<file path="config.mk">
export PLATFORM = sky130hd
export DESIGN_NAME = reg_slice_fifo
export DESIGN_NICKNAME = d
export VERILOG_FILES = /design/src/rtl/reg_slice_fifo.sv
export SDC_FILE = /design/constraint.sdc
export NUM_CORES = 1
export LEC_CHECK = 0
export CORE_MARGIN = 2
export CORE_UTILIZATION = 25
export CTS_BUF_LIST = sky130_fd_sc_hd__clkbuf_4 sky130_fd_sc_hd__clkbuf_8
export CTS_CLUSTER_DIAMETER = 80
export DETAILED_ROUTE_END_ITERATION = 10
export HOLD_SLACK_MARGIN = 0.12
export SLEW_MARGIN = 20
export SYNTH_ARGS = -nofsm -noshare
export SYNTH_HDL_FRONTEND = slang
export SYNTH_SLANG_ARGS = --single-unit
</file>
<file path="constraint.sdc">
create_clock -name aclk -period 3.5 [get_ports aclk]
set_input_delay 0.7 -clock aclk [delete_from_list [all_inputs] [get_ports aclk]]
set_output_delay 0.7 -clock aclk [all_outputs]
set_load 0.05 [all_outputs]
</file>
<file path="src/rtl/reg_slice_fifo.sv">
// ---------------------------------------------------------------------------
// reg_slice_fifo
//
// Small synchronous FIFO used as a registered pipeline slice between two
// valid/ready stages. Both handshake outputs come straight from flops, so
// this slice breaks every combinational path between the upstream and
// downstream stages. Data written on one rising edge becomes visible at the
// output after that edge; there is no same-cycle bypass.
//
// Parameters
//   DATA_WIDTH    payload width in bits (>= 1)
//   DEPTH         number of entries (power of two, >= 2)
//   AFULL_THRESH  occupancy at or above which almost_full_o is high (1..DEPTH)
//
// Ports
//   aclk                single clock, rising edge
//   areset              synchronous active-high reset, highest priority
//   flush_i             synchronous discard of all stored entries
//   prev_stage_data_i   upstream payload
//   prev_stage_valid_i  upstream valid
//   prev_stage_ready_o  upstream ready (registered "not full")
//   next_stage_data_o   downstream payload (zero while empty)
//   next_stage_valid_o  downstream valid (registered "not empty")
//   next_stage_ready_i  downstream ready
//   count_o             current occupancy, 0..DEPTH
//   almost_full_o       registered flag, high when count_o >= AFULL_THRESH
// ---------------------------------------------------------------------------
module reg_slice_fifo #(
    parameter int DATA_WIDTH   = 32,
    parameter int DEPTH        = 2,
    parameter int AFULL_THRESH = DEPTH - 1
) (
    input  logic                       aclk,
    input  logic                       areset,
    input  logic                       flush_i,
    input  logic [DATA_WIDTH-1:0]      prev_stage_data_i,
    input  logic                       prev_stage_valid_i,
    output logic                       prev_stage_ready_o,
    output logic [DATA_WIDTH-1:0]      next_stage_data_o,
    output logic                       next_stage_valid_o,
    input  logic                       next_stage_ready_i,
    output logic [$clog2(DEPTH):0]     count_o,
    output logic                       almost_full_o
);

    // Address width indexes the storage; pointer width adds one wrap bit so
    // that full and empty can be told apart when the low bits match.
    localparam int AW = $clog2(DEPTH);
    localparam int PW = AW + 1;
    localparam logic [PW-1:0] AfullCnt = PW'(AFULL_THRESH);

    // Parameter sanity checks, evaluated at elaboration only.
    generate
        if (DEPTH < 2 || (DEPTH & (DEPTH - 1)) != 0) begin : gDepthCheck
            $error("reg_slice_fifo: DEPTH must be a power of two and at least 2");
        end
        if (AFULL_THRESH < 1 || AFULL_THRESH > DEPTH) begin : gThreshCheck
            $error("reg_slice_fifo: AFULL_THRESH must lie in 1..DEPTH");
        end
    endgenerate

    logic [DATA_WIDTH-1:0] mem_q [DEPTH];

    logic [PW-1:0] wrPtr_q,  wrPtr_d;
    logic [PW-1:0] rdPtr_q,  rdPtr_d;
    logic [PW-1:0] count_q,  count_d;
    logic          empty_q,  empty_d;
    logic          full_q,   full_d;
    logic          almostFull_q, almostFull_d;

    logic push;
    logic pop;

    // Handshakes are qualified only by registered flags, so neither ready
    // nor valid depends combinationally on the opposite side. A flush
    // cancels any transfer offered in the same cycle.
    assign push = prev_stage_valid_i & ~full_q  & ~flush_i;
    assign pop  = next_stage_ready_i & ~empty_q & ~flush_i;

    // Next-state pointers, occupancy and flags. Empty/full/almost-full are
    // derived from the next-state values here so that the registered
    // copies always agree with the registered pointers and count.
    always_comb begin
        wrPtr_d      = wrPtr_q;
        rdPtr_d      = rdPtr_q;
        count_d      = count_q;
        empty_d      = empty_q;
        full_d       = full_q;
        almostFull_d = almostFull_q;

        if (flush_i) begin
            wrPtr_d = '0;
            rdPtr_d = '0;
            count_d = '0;
        end else begin
            if (push) begin
                wrPtr_d = wrPtr_q + {{(PW-1){1'b0}}, 1'b1};
            end
            if (pop) begin
                rdPtr_d = rdPtr_q + {{(PW-1){1'b0}}, 1'b1};
            end
            if (push && !pop) begin
                count_d = count_q + {{(PW-1){1'b0}}, 1'b1};
            end else if (pop && !push) begin
                count_d = count_q - {{(PW-1){1'b0}}, 1'b1};
            end
        end

        empty_d      = (wrPtr_d == rdPtr_d);
        full_d       = (wrPtr_d[PW-1] != rdPtr_d[PW-1]) &&
                       (wrPtr_d[AW-1:0] == rdPtr_d[AW-1:0]);
        almostFull_d = (count_d >= AfullCnt);
    end

    // Control state register. Reset wins over flush and any handshake.
    always_ff @(posedge aclk) begin
        if (areset) begin
            wrPtr_q      <= '0;
            rdPtr_q      <= '0;
            count_q      <= '0;
            empty_q      <= 1'b1;
            full_q       <= 1'b0;
            almostFull_q <= 1'b0;
        end else begin
            wrPtr_q      <= wrPtr_d;
            rdPtr_q      <= rdPtr_d;
            count_q      <= count_d;
            empty_q      <= empty_d;
            full_q       <= full_d;
            almostFull_q <= almostFull_d;
        end
    end

    // Payload storage. Entries are cleared on reset so the output can never
    // show stale or unknown data; a flush leaves the contents in place
    // because the zeroed pointers make them unreachable anyway.
    always_ff @(posedge aclk) begin
        if (areset) begin
            for (int i = 0; i < DEPTH; i++) begin
                mem_q[i] <= '0;
            end
        end else if (push) begin
            mem_q[wrPtr_q[AW-1:0]] <= prev_stage_data_i;
        end
    end

    // Outputs come from registered state only. Data is forced to zero while
    // empty so downstream never sees an old entry alongside valid low.
    assign prev_stage_ready_o = ~full_q;
    assign next_stage_valid_o = ~empty_q;
    assign next_stage_data_o  = empty_q ? '0 : mem_q[rdPtr_q[AW-1:0]];
    assign count_o            = count_q;
    assign almost_full_o      = almostFull_q;

endmodule

</file>
After elaboration in Yosys (flattened, before gate mapping) --
Memory sizes are Yosys's and may differ from the RTL's. A register that Yosys moved wholly into a read port is not among the register bits. Index checks and enable logic that the tools add are counted.
Word-level totals: register bits 9, bits in latches 0, RAM bits 64, ROM bits 0, logic and storage cells 45, memories 1
Cells by class: $add $sub $neg 4, $mul 0, div/mod/pow operators 0, $lt $le $gt $ge 1, equality and inequality tests 3, shift operators 0, multiplexer cells 17, bitwise logic cells 7, reductions and logical operators 6
Memories:
- mem_q | depth 2, width 32, rd ports 1, clocked after Yosys merged registers in 1, write ports 2, RTL line 62 | logic [DATA_WIDTH-1:0] mem_q [DEPTH];
Operators with widths (count):
- $mux 32 | 2
- $reduce_or 32->1 | 1
- $mux 2 | 7
- $mux 1 | 8
- $add 2x1->2 const B | 3
- $and 1x1->1 | 4
- $logic_and 1x1->1 | 3
- $not 1->1 | 3
- $eq 2x2->1 | 1
- $ge 2x1->1 const B | 1
- $logic_not 1->1 | 2
- $sub 2x1->2 const B | 1
- $eq 1x1->1 | 1
- $ne 1x1->1 | 1

Depth between registers and ports, before layout --
Gate-level depths: netlist of run 1.
word-level depth 9, mapped depth 7, mapped depth without buffers 5

Least setup slack after synthesis of run 1 --
OpenSTA, ideal clock, no wires.
path type input to register, from in prev_stage_valid_i, to mem mem_q[1][0] (enable), arrival time 2.605 ns, data required time 3.072 ns, setup slack 0.467 ns, stages on the path 4, path through nor2b_1 buf_2 nand2_1 o21bai_1
RTL lines:
- start: declaration | RTL line 37 | input logic prev_stage_valid_i,
- end: declaration | RTL line 62

==> impl_metrics.yaml, run 1 <==
outcome:
  status: "finished clean"
timing:
  holdWs_ns: 0.537
  max_freq_mhz: 329
  period_share_pct: 86.8
  slew_viol_final: 0
  setup_viol: 0
  slew-limit-headroom_pct: 53.7
  worstMarginPinSlew_ns: 0.694
  hold_viol: 0
  fin_crit_ns: 3.04
  tns_ns: 0
  finClkSkew_ns: 0.0108
  rsz0062_at_grt: "false"
power:
  power_uw: 1890
  power_density_nw_per_um2: 420
  p_leak_uw: 0.00157
  peakVddDrop_uv: 207
place:
  io_buffer_count: 73
  place_hpwl_um: 4640
  place_congestion: 0.706
  placed_area_um2: 4310
routing:
  totalWireLength_um: 6930
  dr.pass1.iters: 4
  drc: 0
  wire_per_inst_um: 13.3
  drt_iter0_markers: 51
  vias: 2097
  ant_nets: 0
  vias_per_cell: 4.04
synthesis:
  yosysTopAreaCell: "edfxtp_1"
  yosys-top-cells-area: "edfxtp_1 (57%), and2_1 (12%), mux2i_1 (9.8%)"
  synth_area_um2: 3360
  synthArstFlopShare_pct: 0
  ys_types: 29
  netlist_instances: 264
  ys_warn_count: 0
  yosys_register_bits: 73
  synth_enable_flop_cells: 64
  syn_nets: 301
  synth_top_area_share_pct: 57.2
  synth_most_common_cell: "and2_1"
  synth_commonest_cells: "and2_1 (65), edfxtp_1 (64), nor2_1 (40)"
  ys.flop_type: "edfxtp_1"
  ys_seq_area_share_pct: 62.6
  synth.avg_cell_area_um2: 12.7
layout:
  nets: 375
  post-route-util_pct: 34.2
  drive_above_1_share_pct: 10.2
  fill_cells: 1313
  area_growth_pct: 34.3
  diodes: 0
  final_cell_area_um2: 4510
global_route:
  antenna_found_initial: 0
  grtUsageTotal_pct: 10.2
  grt-ovfl-total: 0
  grt_pass1_wl_um: 11200
  grt_pass1_vias: 2211
  grt_max_degree: 36
floorplanning:
  io_pins: 74
  core_area_um2: 13200
  dieHeight_um: 120
  die_area_um2: 14400
  start_util_pct: 25.5
  placement_rows: 42
  fp.dieW_um: 120
setup_path:
  endpoint_kind: "output pin"
  critical_path_class: "reg2out"
  r2r-start: "full_q"
  crit_path_start_kind: "register"
  critPathLaunch: "rdPtr_q[0]"
  worst-path-max-fanout: 12
  critical_path_required_ns: 2.80
  cp.arrival_ns: 2.34
cts:
  htree_levels: 3
  cts-root-buf: "clkbuf_8"
  hold_buffers: 0
  clock-sinks: 73
  cts_setup_buffers: 0
  clock_latency_ns: 0.34
  cts.path.max_buffers: 2
  cts_inserted_buffers: 9
  clk_pin_slew_ns: 0.08
  tritoncts: "built"
  cts_resized: 0
flow_run:
  max-cap-violations: 0
hold_path:
  hp-class: "reg2reg"
  hp-start: "count_o[1]"
[layer usage]
layer | GRT usage (%) | part of all wire (%)
met1 | 11.9 | 43
met2 | 17.8 | 51
met3 | 3.52 | 5.5
met4 | 3.09 | 1.0
met5 | 0 | 0
[registers in the layout, indices dropped and copies added (netlist names)]
register / count
empty_q: 1
almost_full_o: 1
rdPtr_q: 2
full_q: 1
wrPtr_q: 2
count_o: 2
mem_q: 64
[area by class of cell]
| class | count | area [um2] | area share, % |
|---|---|---|---|
| Tap cell | 176 | 220 | 4.88 |
| Multi-Input combinational cell | 171 | 1180 | 26.1 |
| Clock buffer | 13 | 160 | 3.55 |
| Clock inverter | 3 | 40.0 | 0.888 |
| Sequential cell | 73 | 2100 | 46.7 |
| Inverter | 3 | 11.3 | 0.250 |
| Timing Repair Buffer | 80 | 796 | 17.6 |
[metrics by stage]
stage | cells | setup slack, ns
global route | 519 | 0.311
CTS | 519 | 0.397
finish | 519 | 0.463
floorplan | 264 | 0.467
detailed placement | 503 | 0.639
global placement | 503 | 0.707
[power by group]
group | total, uW | switching (uW) | internal [uW]
Clock | 664 | 293 | 371
Sequential | 1010 | 21.7 | 989
Combinational | 218 | 121 | 97.2
[logic make-up (layout without fill, tap and decap cells)]
logic type,after synthesis,count (layout),synth area share [%]
AO/OA/AOI/OAI,7,7,1.86
XOR/XNOR,9,9,3.13
buffers and inverters,20,99,2.90
flip-flops,73,73,62.6
multiplexers,34,34,10.2
AND/OR/NAND/NOR,121,121,19.4
[critical path: stages (launching register included)]
cell and delay (ns):
dfxtp_2 0.60, buf_4 0.33, mux2i_1 0.11, nor2_1 0.13, clkdlybuf4s50_1 0.83
[worst paths after layout]
path              slack [ns]                    end  cells after the start
setup / recovery        0.46  next_stage_data_o[23]                      4
hold / removal          0.54          almost_full_o                      2
setup reg to reg        1.56           mem_q[1][24]                      4
hold reg to reg         0.54          almost_full_o                      2
[layout by cell type, fill, tap and decap left out, types with 3 or more instances in the layout]
cell type and instances:
and2_1 65, buf_4 6, clkbuf_4 3, clkbuf_8 10, clkdlybuf4s50_1 73, dfxtp_1 7
edfxtp_1 64, inv_1 3, mux2i_1 33, nand2_1 5, nor2_1 39, xnor2_1 5
(Power assumes the default switching activity.)
==> run 2: changes to the inputs <==
Settings changed: PLACE_DENSITY from default to 0.52.
==> run 2 against run 1 <==
  * Final area fell by 0.11%
  * Non-clock buffer count unchanged
  * Hold slack gained 0.013 ns
  * Power down 1.9%
  * Clock skew shrank 0.0044 ns
  * First-iteration DRC count increased by 120%
  * Global-route usage about the same
  * Critical endpoint is now next_stage_data_o[14]
  * Combinational power about the same
  * Largest cell class unchanged
  * Worst setup slack better by 0.12 ns
  * Highest routed layer unchanged
  * Largest power group unchanged
==> impl_metrics.yaml, run 2 (same netlist as run 1, synthesis figures left out) <==
timing:
  hold_viol: 0
  slew-limit-headroom_pct: 49.5
  max_freq_mhz: 343
  rsz0062_at_grt: "false"
  holdWs_ns: 0.550
  slew_viol_final: 0
  setup_viol: 0
  tns_ns: 0
  finClkSkew_ns: 0.00633
  period_share_pct: 83.3
  worstMarginPinSlew_ns: 0.758
  fin_crit_ns: 2.92
cts:
  cts_resized: 0
  cts-root-buf: "clkbuf_8"
  cts.path.max_buffers: 2
  cts_setup_buffers: 0
  tritoncts: "built"
  hold_buffers: 0
  htree_levels: 3
  cts_inserted_buffers: 9
  clock-sinks: 73
  clock_latency_ns: 0.34
  clk_pin_slew_ns: 0.07
routing:
  ant_nets: 0
  drc: 0
  vias: 2067
  totalWireLength_um: 7120
  drt_iter0_markers: 114
  wire_per_inst_um: 13.8
  vias_per_cell: 4.00
  dr.pass1.iters: 4
power:
  peakVddDrop_uv: 138
  power_uw: 1860
  p_leak_uw: 0.00155
  swShare_pct: 24.1
  pwr-share-comb_pct: 11.9
  p_seq_share_pct: 54.5
  intPower_uw: 1410
  power_density_nw_per_um2: 412
  p_switching_uw: 448
  clock_power_share_pct: 33.6
layout:
  final_common_cell: "clkdlybuf4s50_1"
  ff_latch_area_um2: 2100
  drive_above_1_share_pct: 9.68
  fill_cells: 1301
  diodes: 0
  largest_register: "mem_q"
  nets: 375
  final_cell_mix: "clkdlybuf4s50_1 (73), and2_1 (65), edfxtp_1 (64)"
  area_growth_pct: 34.1
  largest_reg_flops: 64
  multi_input_area_um2: 1180
global_route:
  grt_max_degree: 36
  grt_pass1_wl_um: 11100
  antenna_found_initial: 0
  grt-ovfl-total: 0
  grtUsageTotal_pct: 10.3
  grt_pass1_vias: 2198
setup_path:
  critical_path_class: "reg2out"
  endpoint_kind: "output pin"
  critical_path_required_ns: 2.80
  cp.arrival_ns: 2.22
  crit_path_start_kind: "register"
  worst-path-max-fanout: 28
floorplanning:
  die_area_um2: 14400
  dieHeight_um: 120
  placement_rows: 42
  start_util_pct: 25.5
  fp.dieW_um: 120
  io_pins: 74
  core_area_um2: 13200
place:
  place_hpwl_um: 4680
  io_buffer_count: 73
  place_congestion: 0.704
outcome:
  status: "finished clean"
flow_run:
  max-cap-violations: 0
hold_path:
  hp-class: "reg2reg"
-- run 2: changes by cell type in the layout (fill, tap and decap cells not counted) --
cell        previous run  this run
buf_12                 1         2
buf_4                  6         5
clkbuf_4               3         0
clkbuf_8              10         9
clkinv_2               2         1
clkinv_4               0         1
clkinvlp_4             0         2
-- run 2: layout make-up --
cell class | count | share of cell area, %
clock inverters | 5 | 1.31
clock buffers | 9 | 2.75
multi-input cells | 171 | 26.2
repair buffers | 80 | 17.9
flip-flops and latches | 73 | 46.7
inverters | 3 | 0.250
well taps | 176 | 4.89
-- run 2: metal layers --
layer | GRT usage, % | share of wire [%] | vias to the layer above | routed length (um)
li1 | - | - | 1044 | -
met1 | 12.0 | 44 | 961 | 3150
met2 | 17.8 | 50 | 51 | 3540
met3 | 3.23 | 4.6 | 11 | 326
met4 | 3.53 | 1.4 | 0 | 100
met5 | 0 | 0 | - | 0
-- run 2: power groups by stage --
stage | sequential [uW] | combinational, uW | clock, uW
after CTS | 1010 | 227 | 648
after floorplan | 1020 | 128 | 0
final | 1010 | 221 | 624
after detailed placement | 1030 | 226 | 0
after global placement | 1030 | 224 | 0
after global routing | 1020 | 240 | 674
-- run 2: path summary, 6_finish.rpt --
check	from	to	slack, ns	depth (start not counted)
min reg2reg	rdPtr_q[1]	rdPtr_q[1]	0.55	2
max	rdPtr_q[0]	next_stage_data_o[14]	0.58	4
min	rdPtr_q[1]	rdPtr_q[1]	0.55	2
max reg2reg	empty_q	full_q	1.54	5
-- run 2: stage by stage --
step	setup WS (ns)	instances	utilization, %	instance area (um2)
2_1_floorplan	0.467	264	-	3360
3_3_place_gp	0.786	503	32.8	4320
3_5_place_dp	0.768	503	32.8	4320
4_1_cts	0.549	517	34.2	4510
5_1_grt	0.435	517	34.2	4510
6_report	0.584	517	34.2	4510
-- run 2: critical path: stages (launching register included) --
cell             delay (ns)
dfxtp_2                0.51
buf_12                 0.28
mux2i_1                0.27
nor2_1                 0.07
clkdlybuf4s50_1        0.73
